$ cat src/rtl/imm_enc_pkg.sv
// Shared widths, FSM state encoding and operand packing for the rotated-immediate encoder.
package imm_enc_pkg;

    localparam int ROT_W = 4;
    localparam int IMM_W = 8;
    localparam int SO_W  = 12;

    typedef enum logic [1:0] {
        IDLE       = 2'd0,
        SEARCH     = 2'd1,
        SEARCH_INV = 2'd2,
        DONE       = 2'd3
    } state_e;

    function automatic logic [SO_W-1:0] pack_so(input logic [ROT_W-1:0] rot,
                                                input logic [IMM_W-1:0] imm8);
        return {rot, imm8};
    endfunction

endpackage

$ cat src/rtl/imm_encoder_if.sv
// Request/response handshake bundle between a client and the immediate encoder.
interface imm_encoder_if;
    import imm_enc_pkg::*;

    logic              in_valid;
    logic              in_ready;
    logic [31:0]       value;
    logic              out_valid;
    logic              out_ready;
    logic [SO_W-1:0]   shift_operand;
    logic              found;
    logic              inverted;

    modport master (
        output in_valid, value, out_ready,
        input  in_ready, out_valid, shift_operand, found, inverted
    );

    modport slave (
        input  in_valid, value, out_ready,
        output in_ready, out_valid, shift_operand, found, inverted
    );

endinterface

$ cat src/rtl/imm_encoder_rot_match.sv
// Combinational test: does ROL32(word, rot) fit in the low byte? Module name imm_rot_match.
module imm_rot_match
    import imm_enc_pkg::*;
(
    input  logic [31:0]      word_i,
    input  logic [ROT_W-1:0] rot_i,
    output logic             match_o,
    output logic [IMM_W-1:0] imm8_o
);

    logic [31:0] cand;

    // Shift by 32 when rot is 0 yields zero, so the rotate degenerates cleanly.
    assign cand    = (word_i << rot_i) | (word_i >> (6'd32 - {2'b00, rot_i}));
    assign match_o = (cand[31:IMM_W] == '0);
    assign imm8_o  = cand[IMM_W-1:0];

endmodule

$ cat src/rtl/imm_encoder.sv
// Iterative 32-bit constant -> {rot, imm8} encoder, one rotation tested per cycle.
// Optional inverted (MVN-class) search enabled by defining IMM_ENC_INV_EN.
module imm_encoder
    import imm_enc_pkg::*;
(
    input  logic          clk,
    input  logic          rst_n,
    imm_encoder_if.slave  bus
);

    state_e            state_q, state_d;
    logic [ROT_W-1:0]  rot_q, rot_d;
    logic [31:0]       value_q, value_d;
    logic [SO_W-1:0]   so_q, so_d;
    logic              found_q, found_d;
    logic              inv_q, inv_d;
    logic              ovld_q, ovld_d;

    logic [31:0]       test_word;
    logic              match;
    logic [IMM_W-1:0]  imm8;

`ifdef IMM_ENC_INV_EN
    assign test_word = (state_q == SEARCH_INV) ? ~value_q : value_q;
`else
    assign test_word = value_q;
`endif

    imm_rot_match u_match (
        .word_i  (test_word),
        .rot_i   (rot_q),
        .match_o (match),
        .imm8_o  (imm8)
    );

    always_ff @(posedge clk) begin
        if (!rst_n) begin
            state_q <= IDLE;
            rot_q   <= '0;
            value_q <= '0;
            so_q    <= '0;
            found_q <= 1'b0;
            inv_q   <= 1'b0;
            ovld_q  <= 1'b0;
        end else begin
            state_q <= state_d;
            rot_q   <= rot_d;
            value_q <= value_d;
            so_q    <= so_d;
            found_q <= found_d;
            inv_q   <= inv_d;
            ovld_q  <= ovld_d;
        end
    end

    always_comb begin
        state_d = state_q;
        rot_d   = rot_q;
        value_d = value_q;
        so_d    = so_q;
        found_d = found_q;
        inv_d   = inv_q;
        ovld_d  = ovld_q;
        case (state_q)
            IDLE: begin
                if (bus.in_valid) begin
                    value_d = bus.value;
                    rot_d   = '0;
                    state_d = SEARCH;
                end
            end
            SEARCH: begin
                if (match) begin
                    so_d    = pack_so(rot_q, imm8);
                    found_d = 1'b1;
                    inv_d   = 1'b0;
                    ovld_d  = 1'b1;
                    state_d = DONE;
                end else if (rot_q == '1) begin
`ifdef IMM_ENC_INV_EN
                    rot_d   = '0;
                    state_d = SEARCH_INV;
`else
                    so_d    = '0;
                    found_d = 1'b0;
                    inv_d   = 1'b0;
                    ovld_d  = 1'b1;
                    state_d = DONE;
`endif
                end else begin
                    rot_d = rot_q + 1'b1;
                end
            end
`ifdef IMM_ENC_INV_EN
            SEARCH_INV: begin
                if (match) begin
                    so_d    = pack_so(rot_q, imm8);
                    found_d = 1'b1;
                    inv_d   = 1'b1;
                    ovld_d  = 1'b1;
                    state_d = DONE;
                end else if (rot_q == '1) begin
                    so_d    = '0;
                    found_d = 1'b0;
                    inv_d   = 1'b0;
                    ovld_d  = 1'b1;
                    state_d = DONE;
                end else begin
                    rot_d = rot_q + 1'b1;
                end
            end
`endif
            DONE: begin
                if (bus.out_ready) begin
                    ovld_d  = 1'b0;
                    state_d = IDLE;
                end
            end
            default: state_d = IDLE;
        endcase
    end

    // in_ready is the only unregistered output; it must drop while reset is held.
    assign bus.in_ready      = (state_q == IDLE) && rst_n;
    assign bus.out_valid     = ovld_q;
    assign bus.shift_operand = so_q;
    assign bus.found         = found_q;
    assign bus.inverted      = inv_q;

endmodule
$ cat src/flat_wrapper.sv
// flat-port wrapper written by rule: the top's interface ports become plain ports
module imm_encoder_flat import imm_enc_pkg::*;
  (clk, rst_n, bus_in_valid, bus_value, bus_out_ready, bus_in_ready, bus_out_valid, bus_shift_operand, bus_found, bus_inverted);
  imm_encoder_if bus_i ();
  input  logic clk;
  input  logic rst_n;
  input wire logic [$bits(bus_i.in_valid)-1:0] bus_in_valid;
  input wire logic [$bits(bus_i.value)-1:0] bus_value;
  input wire logic [$bits(bus_i.out_ready)-1:0] bus_out_ready;
  output wire logic [$bits(bus_i.in_ready)-1:0] bus_in_ready;
  output wire logic [$bits(bus_i.out_valid)-1:0] bus_out_valid;
  output wire logic [$bits(bus_i.shift_operand)-1:0] bus_shift_operand;
  output wire logic [$bits(bus_i.found)-1:0] bus_found;
  output wire logic [$bits(bus_i.inverted)-1:0] bus_inverted;
  assign bus_i.in_valid = bus_in_valid;
  assign bus_i.value = bus_value;
  assign bus_i.out_ready = bus_out_ready;
  assign bus_in_ready = bus_i.in_ready;
  assign bus_out_valid = bus_i.out_valid;
  assign bus_shift_operand = bus_i.shift_operand;
  assign bus_found = bus_i.found;
  assign bus_inverted = bus_i.inverted;
  imm_encoder u_core (.clk(clk), .rst_n(rst_n), .bus(bus_i));
endmodule
$ cat config.mk
export PLATFORM = sky130hd
export DESIGN_NAME = imm_encoder_flat
export DESIGN_NICKNAME = d
export VERILOG_FILES = /design/src/rtl/imm_enc_pkg.sv /design/src/rtl/imm_encoder_if.sv /design/src/rtl/imm_encoder_rot_match.sv /design/src/rtl/imm_encoder.sv /design/src/flat_wrapper.sv
export SDC_FILE = /design/constraint.sdc
export NUM_CORES = 1
export LEC_CHECK = 0
export CORE_MARGIN = 5
export CORE_UTILIZATION = 57
export DETAILED_ROUTE_END_ITERATION = 7
export GPL_TIMING_DRIVEN = 0
export PLACE_DENSITY = 0.81
export REMOVE_ABC_BUFFERS = 1
export SKIP_LAST_GASP = 1
export SYNTH_ARGS = -nofsm -noshare
export SYNTH_HDL_FRONTEND = slang
export SYNTH_SLANG_ARGS = --single-unit
$ cat constraint.sdc
create_clock -name clk -period 5.09 [get_ports clk]
set_clock_uncertainty 0.1 [all_clocks]
set_input_delay 0.7635 -clock clk [delete_from_list [all_inputs] [get_ports clk]]
set_output_delay 0.7635 -clock clk [all_outputs]
set_load 0.01 [all_outputs]
==> impl_results.md, run 1 <==
* CP Launch Type: flip-flop
* Syn avg cell area at about 8 µm²
* Seq/Total Area, Yosys at 23.5%
* Setup tns final at 0 ns
* Clock Path Buffers at 2
* Crit share post-route at between 90% and 100%
* Crit Path Max Fanout at 43
* Cell area after layout at approximately 5000 µm²
* Synth area leader: dfxtp_1
* Yosys warning count at 0
* Wirelength per Cell at 18.1 µm
* Vias at roughly 4,200
* Critical path capture point type: flip-flop
* Least-Margin Pin Slew at 1.26 ns
* GRT Overall Usage at roughly a quarter
* Post-CTS Hold Fix Bufs at 0
* Clock Latency Late Sink at ~0.32 ns
* CP Data Arrival Time at approximately 5.0 ns
* Area contributors post-synth: dfxtp_1, mux4_2, nand2_1, a21oi_1, mux2i_1
* Outcome: complete, no violations
* Post-route insts no fill at 662
* # clock sinks at 52
* Antenna violations before repair at 0
* CTS H-Tree Depth at 2
* Sw frac at between 30% and 40%
* Critical Path RT at between 5 and 6 ns
* Net count, final at between 500 and 600
* Routability Congestion at ~0.97
* Final setup violating endpoints at 0
* CTS buffer count at 5
* Hold crit path type: reg -> reg
* Slew Limit Fails at 0
* Pre-Repair DR Iteration Count at 5
* Post-synth top cells: nand2_1, a21oi_1, dfxtp_1, clkbuf_1, nor2_1
* DRT iter0 DRCs at around 260
* Clock-pin slew on the worst setup and hold paths at about 0.11 ns
* Grt ovf at 0
* Post-synth top area share at 23.5%
* Root Buffer: clkbuf_8
* Initial Util at 57.8%
* IO Pins at 52
* Reg2Reg Setup Slack at around 0.24 ns
* Vias per cell at between 6 and 7
* Final HPWL DP at approximately 8100 µm
* Fillers at 661
* Row cnt at 32
* DRC violations left at 0
* Yosys reg bits at 52
* Worst relative slew slack at between 10% and 20%
* Final Hold Fails at 0
* Core area at ~7600 µm²
* Share of layout cells above drive strength 1 at approximately an eighth
* Worst vdd ir at around 0.15 mV
* Max-cap viol count at 0
* Die Area at 9620 µm²
* Mapped Cells at 556
* Pwr dens at between 200 and 300 nW/µm²
* Logic gate share of total power at 39.7%
* Top_reg_cell synth: dfxtp_1
* RSZ-0062 raised after global routing: false
* Placed Cells at approximately 650
* Final wirelength at roughly 12,000 µm
* Most frequent cell after synthesis: nand2_1
* CTS tree: done
* Final worst-path setup slack at between 0.2 and 0.25 ns
* First-pass GRT wire length at 19,000 µm
* Clk pwr share at a little under a quarter
* Pleak at roughly 0.0017 µW
* Port buffer count at 50
* Vias in the first global route at around 3,700
* Pre-CTS WS at -1.07 ns
* ANT cells at 0
* Die W at 98.1 µm
* Die Ht at roughly 100 µm
* Antenna viol nets, final at 0
* Area post-placement at 4790 µm²
* Crit Path Class: reg -> reg
* Register share of total power at a little under two fifths
* Number of library cell types mapped by synthesis at just under 60
* Hold Worst Slack at 0.375 ns
* Pin count of the biggest net entering global routing at between 40 and 50
* Area Growth Syn to Fin at 12.7%
* Asr flop ratio synth at 0%
* Tmin final at slightly below 5 ns
* EDFF count, synth at 0
* Fmax at around 210 MHz
* Internal power at 800 µW
* Switching power at about 480 µW
* Mapped cell area at 4420 µm²
## cell usage in the layout (no fill, tap or decap), types with 10 or more instances in the layout
master and count:
nor2_1 29, nand3_1 14, mux2_2 10, mux2i_1 23
a2111oi_0 11, mux4_2 24, a21oi_1 58, nand2_1 114
o21ai_0 18, nor3_1 13, a211oi_1 10, dfxtp_1 50
o211ai_1 11, o2bb2ai_2 10, clkdlybuf4s50_1 50
## registers in the layout (all words and copies together), names as in the netlist
name and flops:
u_core.test_word 32, u_core.bus.shift_operand 12, u_core.rot_q 4, u_core.state_q 2
u_core.bus.found 1, u_core.bus.out_valid 1
## power by group through the flow
stage,Combinational [µW],Sequential [µW],Clock (µW)
2_1_floorplan,348,474,0
3_3_place_gp,470,489,0
3_5_place_dp,471,491,0
4_1_cts,490,475,303
5_1_grt,546,476,325
6_report,507,471,300
## layer usage
metal  vias up  track usage, %  share of wire [%]
li1       2052               -                  -
met1      1996            33.9                 45
met2       174            38.3                 47
met3        15            3.71                7.0
met4         0            5.75                1.3
met5         -               0                  0
## stage by stage
stage / utilization, % / total power [µW]
final: 65.2 / 1280
after global routing: 65.2 / 1350
after CTS: 64.8 / 1270
after detailed placement: 62.6 / 962
after global placement: 62.3 / 959
after floorplan: - / 823
## worst max-delay path: stages (launching register included)
cell and delay, ns:
dfxtp_4 0.60, inv_1 0.36, ha_2 0.72, buf_12 0.28
mux2i_1 0.27, mux2i_1 0.19, mux4_2 0.54, or3_1 0.32
nor4_1 0.29, a31o_2 0.28, and3_1 0.20, nand2_1 0.33
o2bb2ai_2 0.27
## layout make-up
cell class	instances	area (µm²)	area share [%]
inverter	10	42.5	0.853
multi-input combinational	437	3080	61.8
timing repair buffer	53	568	11.4
clock inverter	3	47.5	0.954
sequential	52	1050	21.0
tap	102	128	2.56
clock buffer	5	68.8	1.38
## logic make-up after synthesis
logic type                 count (synthesis)  synth area share (%)
adders and majority gates                  2                 0.566
muxes                                     58                  20.2
AOI/OAI and AO/OA                        167                  26.6
other                                      1                0.0848
and+or+nand+nor                          207                  20.9
DFF                                       52                  23.5
xor gates and xnor gates                   2                 0.736
buffers and inverters                     67                  7.33
## timing repair
action / 4_1_cts / 5_1_grt
setup buffers: 1 / 1
setup endpoints to repair: 19 / 14
cloned: 0 / 0
gates resized for setup: 5 / 1
endpoints found under the hold margin: 0 / 0
## final timing paths
path,from,to,depth (start not counted)
max,u_core.rot_q[1]$_SDFFE_PN0P_,u_core.bus.shift_operand[0]$_SDFFE_PN0P_,12
min reg2reg,u_core.bus.found$_SDFFE_PN0P_,u_core.bus.found$_SDFFE_PN0P_,2
max reg2reg,u_core.rot_q[1]$_SDFFE_PN0P_,u_core.bus.shift_operand[0]$_SDFFE_PN0P_,12
min,u_core.bus.found$_SDFFE_PN0P_,u_core.bus.found$_SDFFE_PN0P_,2
(Power assumes the default switching activity.)
==> run 2: changes to the inputs <==
--- a/config.mk
+++ b/config.mk
@@ -12,6 +12,7 @@
 export PLACE_DENSITY = 0.81
 export REMOVE_ABC_BUFFERS = 1
 export SKIP_LAST_GASP = 1
+export SLEW_MARGIN = 20
 export SYNTH_ARGS = -nofsm -noshare
 export SYNTH_HDL_FRONTEND = slang
 export SYNTH_SLANG_ARGS = --single-unit
==> impl_results.md, run 2 (same netlist as run 1, synthesis figures left out) <==
* Root Buffer: clkbuf_8
* Die Area at a little under 10,000 µm²
* # clock sinks at 52
* Crit share post-route at between 90% and 100%
* Crit Path Class: reg -> reg
* Least-Margin Pin Slew at approximately 0.95 ns
* Die W at between 90 and 100 µm
* Routability Congestion at ~0.97
* Most frequent cells in the layout: nand2_1, a21oi_1, clkdlybuf4s50_1, dfxtp_1, nor2_1
* Clk pwr share at around 23%
* Commonest non-fill, non-tap cell in the layout: nand2_1
* Final HPWL DP at about 8000 µm
* Sw frac at between 30% and 40%
* CTS buffer count at 5
* Area Growth Syn to Fin at 13.2%
* Final setup violating endpoints at 0
* Die Ht at ~100 µm
* Pre-Repair DR Iteration Count at 5
* Row cnt at 32
* Clock Latency Late Sink at approximately 0.31 ns
* Antenna viol nets, final at 0
* CTS H-Tree Depth at 2
* Core area at approximately 7600 µm²
* Core Util, Final at 65.5%
* CTS tree: done
* Worst vdd ir at ~0.15 mV
* Slowest cell delay on critical path at approximately 0.77 ns
* Register share of total power at 36.5%
* Logic gate share of total power at approximately 40%
* Max-cap viol count at 0
* ANT cells at 0
* Slew Limit Fails at 0
* Wirelength per Cell at about 18 µm
* Grt ovf at 0
* Critical Path RT at between 5 and 6 ns
* Hold crit path type: reg -> reg
* Pleak at about 0.0017 µW
* Vias in the first global route at 3,748
* Clock-pin slew on the worst setup and hold paths at ~0.1 ns
* Clock Path Buffers at 2
* Worst relative slew slack at between 30% and 40%
* Pwr dens at between 200 and 300 nW/µm²
* Worst path cell trace: inv_1 -> ha_4 -> mux2i_1 -> mux2i_1 -> mux4_2 -> or3_1 -> nor4_1 -> a31o_2 -> and3_1 -> nand2_1 -> o2bb2ai_2
* Switching power at approximately 480 µW
* CP Launch Type: flip-flop
* Internal power at roughly 800 µW
* Fmax at between 200 and 250 MHz
* Vias at about 4,300
* Post-route insts no fill at about 660
* Final wirelength at roughly 12,000 µm
* Tmin final at around 4.8 ns
* GRT Overall Usage at approximately 24%
* Final Hold Fails at 0
* Port buffer count at 50
* Net count, final at 598
* Share of layout cells above drive strength 1 at 12.7%
* CP most frequent cell: mux2i_1
* Crit Path Max Fanout at 30
* Initial Util at 57.8%
* CP Data Arrival Time at just under 5 ns
* Outcome: complete, no violations
* Number of flip-flops in the largest register at 32
* DRT iter0 DRCs at approximately 310
* DRC violations left at 0
* Placed Cells at between 600 and 700
* IO Pins at 52
* Pre-CTS WS at -0.467 ns
* First-pass GRT wire length at ~19,000 µm
* Critical path's slowest cell: dfxtp_2
* Vias per cell at roughly 6.5
* Critical path capture point type: flip-flop
* Final worst-path setup slack at around 0.32 ns
* Post-CTS Hold Fix Bufs at 0
* Pin count of the biggest net entering global routing at 53
* Tot Pwr at 1280 µW
* RSZ-0062 raised after global routing: false
* Antenna violations before repair at 0
[run 2: layer usage]
layer / global-route usage, % / share of wire [%]
met2: 38.3 / 47
met4: 5.43 / 1.6
met1: 34.9 / 44
met5: 0 / 0
met3: 3.29 / 6.8
[run 2: path summary, 6_finish.rpt]
path	startpoint	endpoint	slack (ns)	depth (start not counted)
worst min-delay path	u_core.bus.found$_SDFFE_PN0P_	u_core.bus.found$_SDFFE_PN0P_	0.38	2
worst min register to register	u_core.bus.found$_SDFFE_PN0P_	u_core.bus.found$_SDFFE_PN0P_	0.38	2
worst max-delay path	u_core.rot_q[1]$_SDFFE_PN0P_	u_core.bus.shift_operand[0]$_SDFFE_PN0P_	0.32	11
worst max register to register	u_core.rot_q[1]$_SDFFE_PN0P_	u_core.bus.shift_operand[0]$_SDFFE_PN0P_	0.32	11
[run 2: area by class of cell]
type / count / area [µm²]
multi-input cells: 438 / 3120
fillers: 672 / 2640
flip-flops and latches: 52 / 1050
repair buffers: 53 / 563
well taps: 102 / 128
clock buffers: 5 / 68.8
clock inverters: 3 / 47.5
inverters: 10 / 40.0
[run 2: repair_timing]
action,CTS,global route
cloned,0,1
setup buffers,1,1
gates resized for setup,2,1
pin swaps,1,1
endpoints found under the setup margin,17,11
[run 2: worst max-delay path, delay by kind of cell (launching register included)]
family | cells | cell delay, ns
AO/OA/AOI/OAI | 2 | 0.53
adder cells (fa/ha/maj) | 1 | 0.61
buffers and inverters | 1 | 0.47
flip-flops | 1 | 0.77
multiplexers | 3 | 1.00
AND/OR/NAND/NOR | 4 | 1.19
[run 2: power groups by stage]
stage               clock [µW]  sequential [µW]  combinational [µW]
finish                     297              469                 518
detailed placement           0              477                 490
CTS                        308              468                 504
floorplan                    0              474                 348
global placement             0              489                 470
global route               324              474                 559
[run 2: metrics by stage]
| stage | cell area [µm²] | TNS (ns) | hold WS [ns] |
|---|---|---|---|
| after floorplan | 4140 | -40.06 | 0.375 |
| after global placement | 4760 | -73.38 | 0.343 |
| after detailed placement | 4830 | -6.04 | 0.365 |
| after CTS | 4970 | 0 | 0.383 |
| after global routing | 5010 | 0 | 0.401 |
| final | 5010 | 0 | 0.376 |
==> run 3: changes to the inputs <==
--- a/config.mk
+++ b/config.mk
@@ -5,7 +5,7 @@
 export SDC_FILE = /design/constraint.sdc
 export NUM_CORES = 1
 export LEC_CHECK = 0
-export CORE_MARGIN = 5
+export CORE_MARGIN = 10
 export CORE_UTILIZATION = 57
 export DETAILED_ROUTE_END_ITERATION = 7
 export GPL_TIMING_DRIVEN = 0
==> impl_results.md, run 3 (same netlist as run 1, synthesis figures left out) <==
* Clock Latency Late Sink at approximately 0.32 ns
* ANT cells at 0
* Number of flip-flops in the largest register at 32
* DRT iter0 DRCs at 353
* Hold_sp: u_core.bus.found$_SDFFE_PN0P_
* IO Pins at 52
* Die Ht at about 110 µm
* Crit Path Max Fanout at 44
* CTS tree: done
* Critical Path RT at 5.24 ns
* Met1 wire length at about 5200 µm
* Area Growth Syn to Fin at 12.3%
* Max-cap viol count at 0
* Slew Limit Fails at 0
* Pleak at between 0.0015 and 0.002 µW
* Core Util, Final at 65.0%
* Share of layout cells above drive strength 1 at 12.5%
* Fmax at approximately 220 MHz
* Port buffer count at 50
* RSZ-0062 raised after global routing: false
* Grt ovf at 0
* Core area at 7650 µm²
* Vias at roughly 4,300
* # clock sinks at 52
* Crit share post-route at between 80% and 90%
* First-pass GRT wire length at roughly 20,000 µm
* Initial Util at 57.8%
* DRC violations left at 0
* Hold crit path type: reg -> reg
* Reg2Reg Setup Slack at roughly 0.54 ns
* Hold Worst Slack at roughly 0.36 ns
* CP Launch Type: flip-flop
* Die W at roughly 110 µm
* Vias per cell at approximately 6.5
* Final HPWL DP at around 8400 µm
* CTS buffer count at 5
* Most frequent cells in the layout: nand2_1, a21oi_1, clkdlybuf4s50_1, dfxtp_1, nor2_1
* Outcome: complete, no violations
* Commonest non-fill, non-tap cell in the layout: nand2_1
* Crit Path Class: reg -> reg
* CP Data Arrival Time at 4.70 ns
* Worst vdd ir at 0.127 mV
* Pre-Repair DR Iteration Count at 5
* Clock Path Buffers at 2
* Post-CTS Hold Fix Bufs at 0
* Final Hold Fails at 0
* Reg2reg start: u_core.rot_q[0]$_SDFFE_PN0P_
* GRT Overall Usage at between 20% and 30%
* Pin count of the biggest net entering global routing at 45
* Worst relative slew slack at between 40% and 50%
* Root Buffer: clkbuf_8
* Tmin final at roughly 4.5 ns
* Worst r2r dst: u_core.bus.shift_operand[2]$_SDFFE_PN0P_
* Net count, final at between 500 and 600
* R2R cell count at 11
* Least-Margin Pin Slew at ~0.86 ns
* Routability Congestion at about 0.9
* Vias in the first global route at about 4,000
* Pwr dens at between 200 and 250 nW/µm²
* Final setup violating endpoints at 0
* WHS Endpoint: u_core.bus.found$_SDFFE_PN0P_
* Clock-pin slew on the worst setup and hold paths at roughly 0.11 ns
* Die Area at about 12,000 µm²
* Met3 routed WL at around 1000 µm
* DR WL met2 at around 5600 µm
* CTS H-Tree Depth at 2
* Crit path launch: u_core.rot_q[0]$_SDFFE_PN0P_
* Top Layer Used: met4
* Row cnt at 32
* Final wirelength at approximately 12,000 µm
* Antenna viol nets, final at 0
* Hold Path Stages at 2
* Wirelength per Cell at between 15 and 20 µm
* Fillers at slightly below 700
* Critical path capture point type: flip-flop
* Antenna violations before repair at 0
[run 3: through the flow]
| stage | instance area [µm²] | setup TNS, ns | total power (µW) | cells | setup slack, ns |
|---|---|---|---|---|---|
| 2_1_floorplan | 4140 | -40.06 | 823 | 499 | -2.25 |
| 3_3_place_gp | 4760 | -73.38 | 956 | 651 | -4.02 |
| 3_5_place_dp | 4830 | -5.83 | 964 | 652 | -0.456 |
| 4_1_cts | 4950 | 0 | 1230 | 661 | 0.203 |
| 5_1_grt | 4970 | 0 | 1310 | 662 | 0.111 |
| 6_report | 4970 | 0 | 1230 | 662 | 0.542 |
[run 3: power by group]
group	leakage [µW]	internal (µW)	total (µW)	switching (µW)
combinational	0.00119	229	509	280
sequential	0.000425	425	471	46.0
clock	0.0000463	101	255	153
total	0.00166	755	1230	479
[run 3: critical path, cell delays in order (launching register included)]
cell and delay (ns):
dfxtp_4 0.61, buf_12 0.28, inv_4 0.18, ha_4 0.26, xor2_4 0.67, mux4_2 0.61, or3_1 0.32, nor4_1 0.29
a31o_2 0.28, and3_1 0.21, nand2_1 0.35, o2bb2ai_2 0.26
[run 3: worst max path at each step]
stage,to,slack (ns),cells past startpoint
after floorplan,u_core.bus.shift_operand[10]$_SDFFE_PN0P_,-2.25,11
after detailed placement,u_core.bus.shift_operand[2]$_SDFFE_PN0P_,-0.46,12
after global routing,u_core.bus.shift_operand[2]$_SDFFE_PN0P_,0.11,12
final,u_core.bus.shift_operand[2]$_SDFFE_PN0P_,0.54,11
after CTS,u_core.bus.shift_operand[2]$_SDFFE_PN0P_,0.20,11
after global placement,u_core.bus.shift_operand[10]$_SDFFE_PN0P_,-4.02,11
[run 3: area by class of cell]
cell class              instances  area (µm²)  share of cell area (%)
well taps                     102         128                    2.57
repair buffers                 53         556                    11.2
clock inverters                 3        27.5                   0.554
multi-input cells             437        3100                    62.4
clock buffers                   5        68.8                    1.39
inverters                      10        40.0                   0.806
flip-flops and latches         52        1050                    21.1
[run 3: layer usage]
metal | GRT usage, % | vias up
met2 | 32.2 | 196
met4 | 6.87 | 0
met1 | 26.9 | 2024
li1 | - | 2052
met3 | 3.51 | 26
met5 | 0 | -
[run 3: what timing repair did]
action	CTS	global route
resized for setup	2	2
buffers inserted	1	1
setup endpoints to repair	17	15
pin swaps	1	1
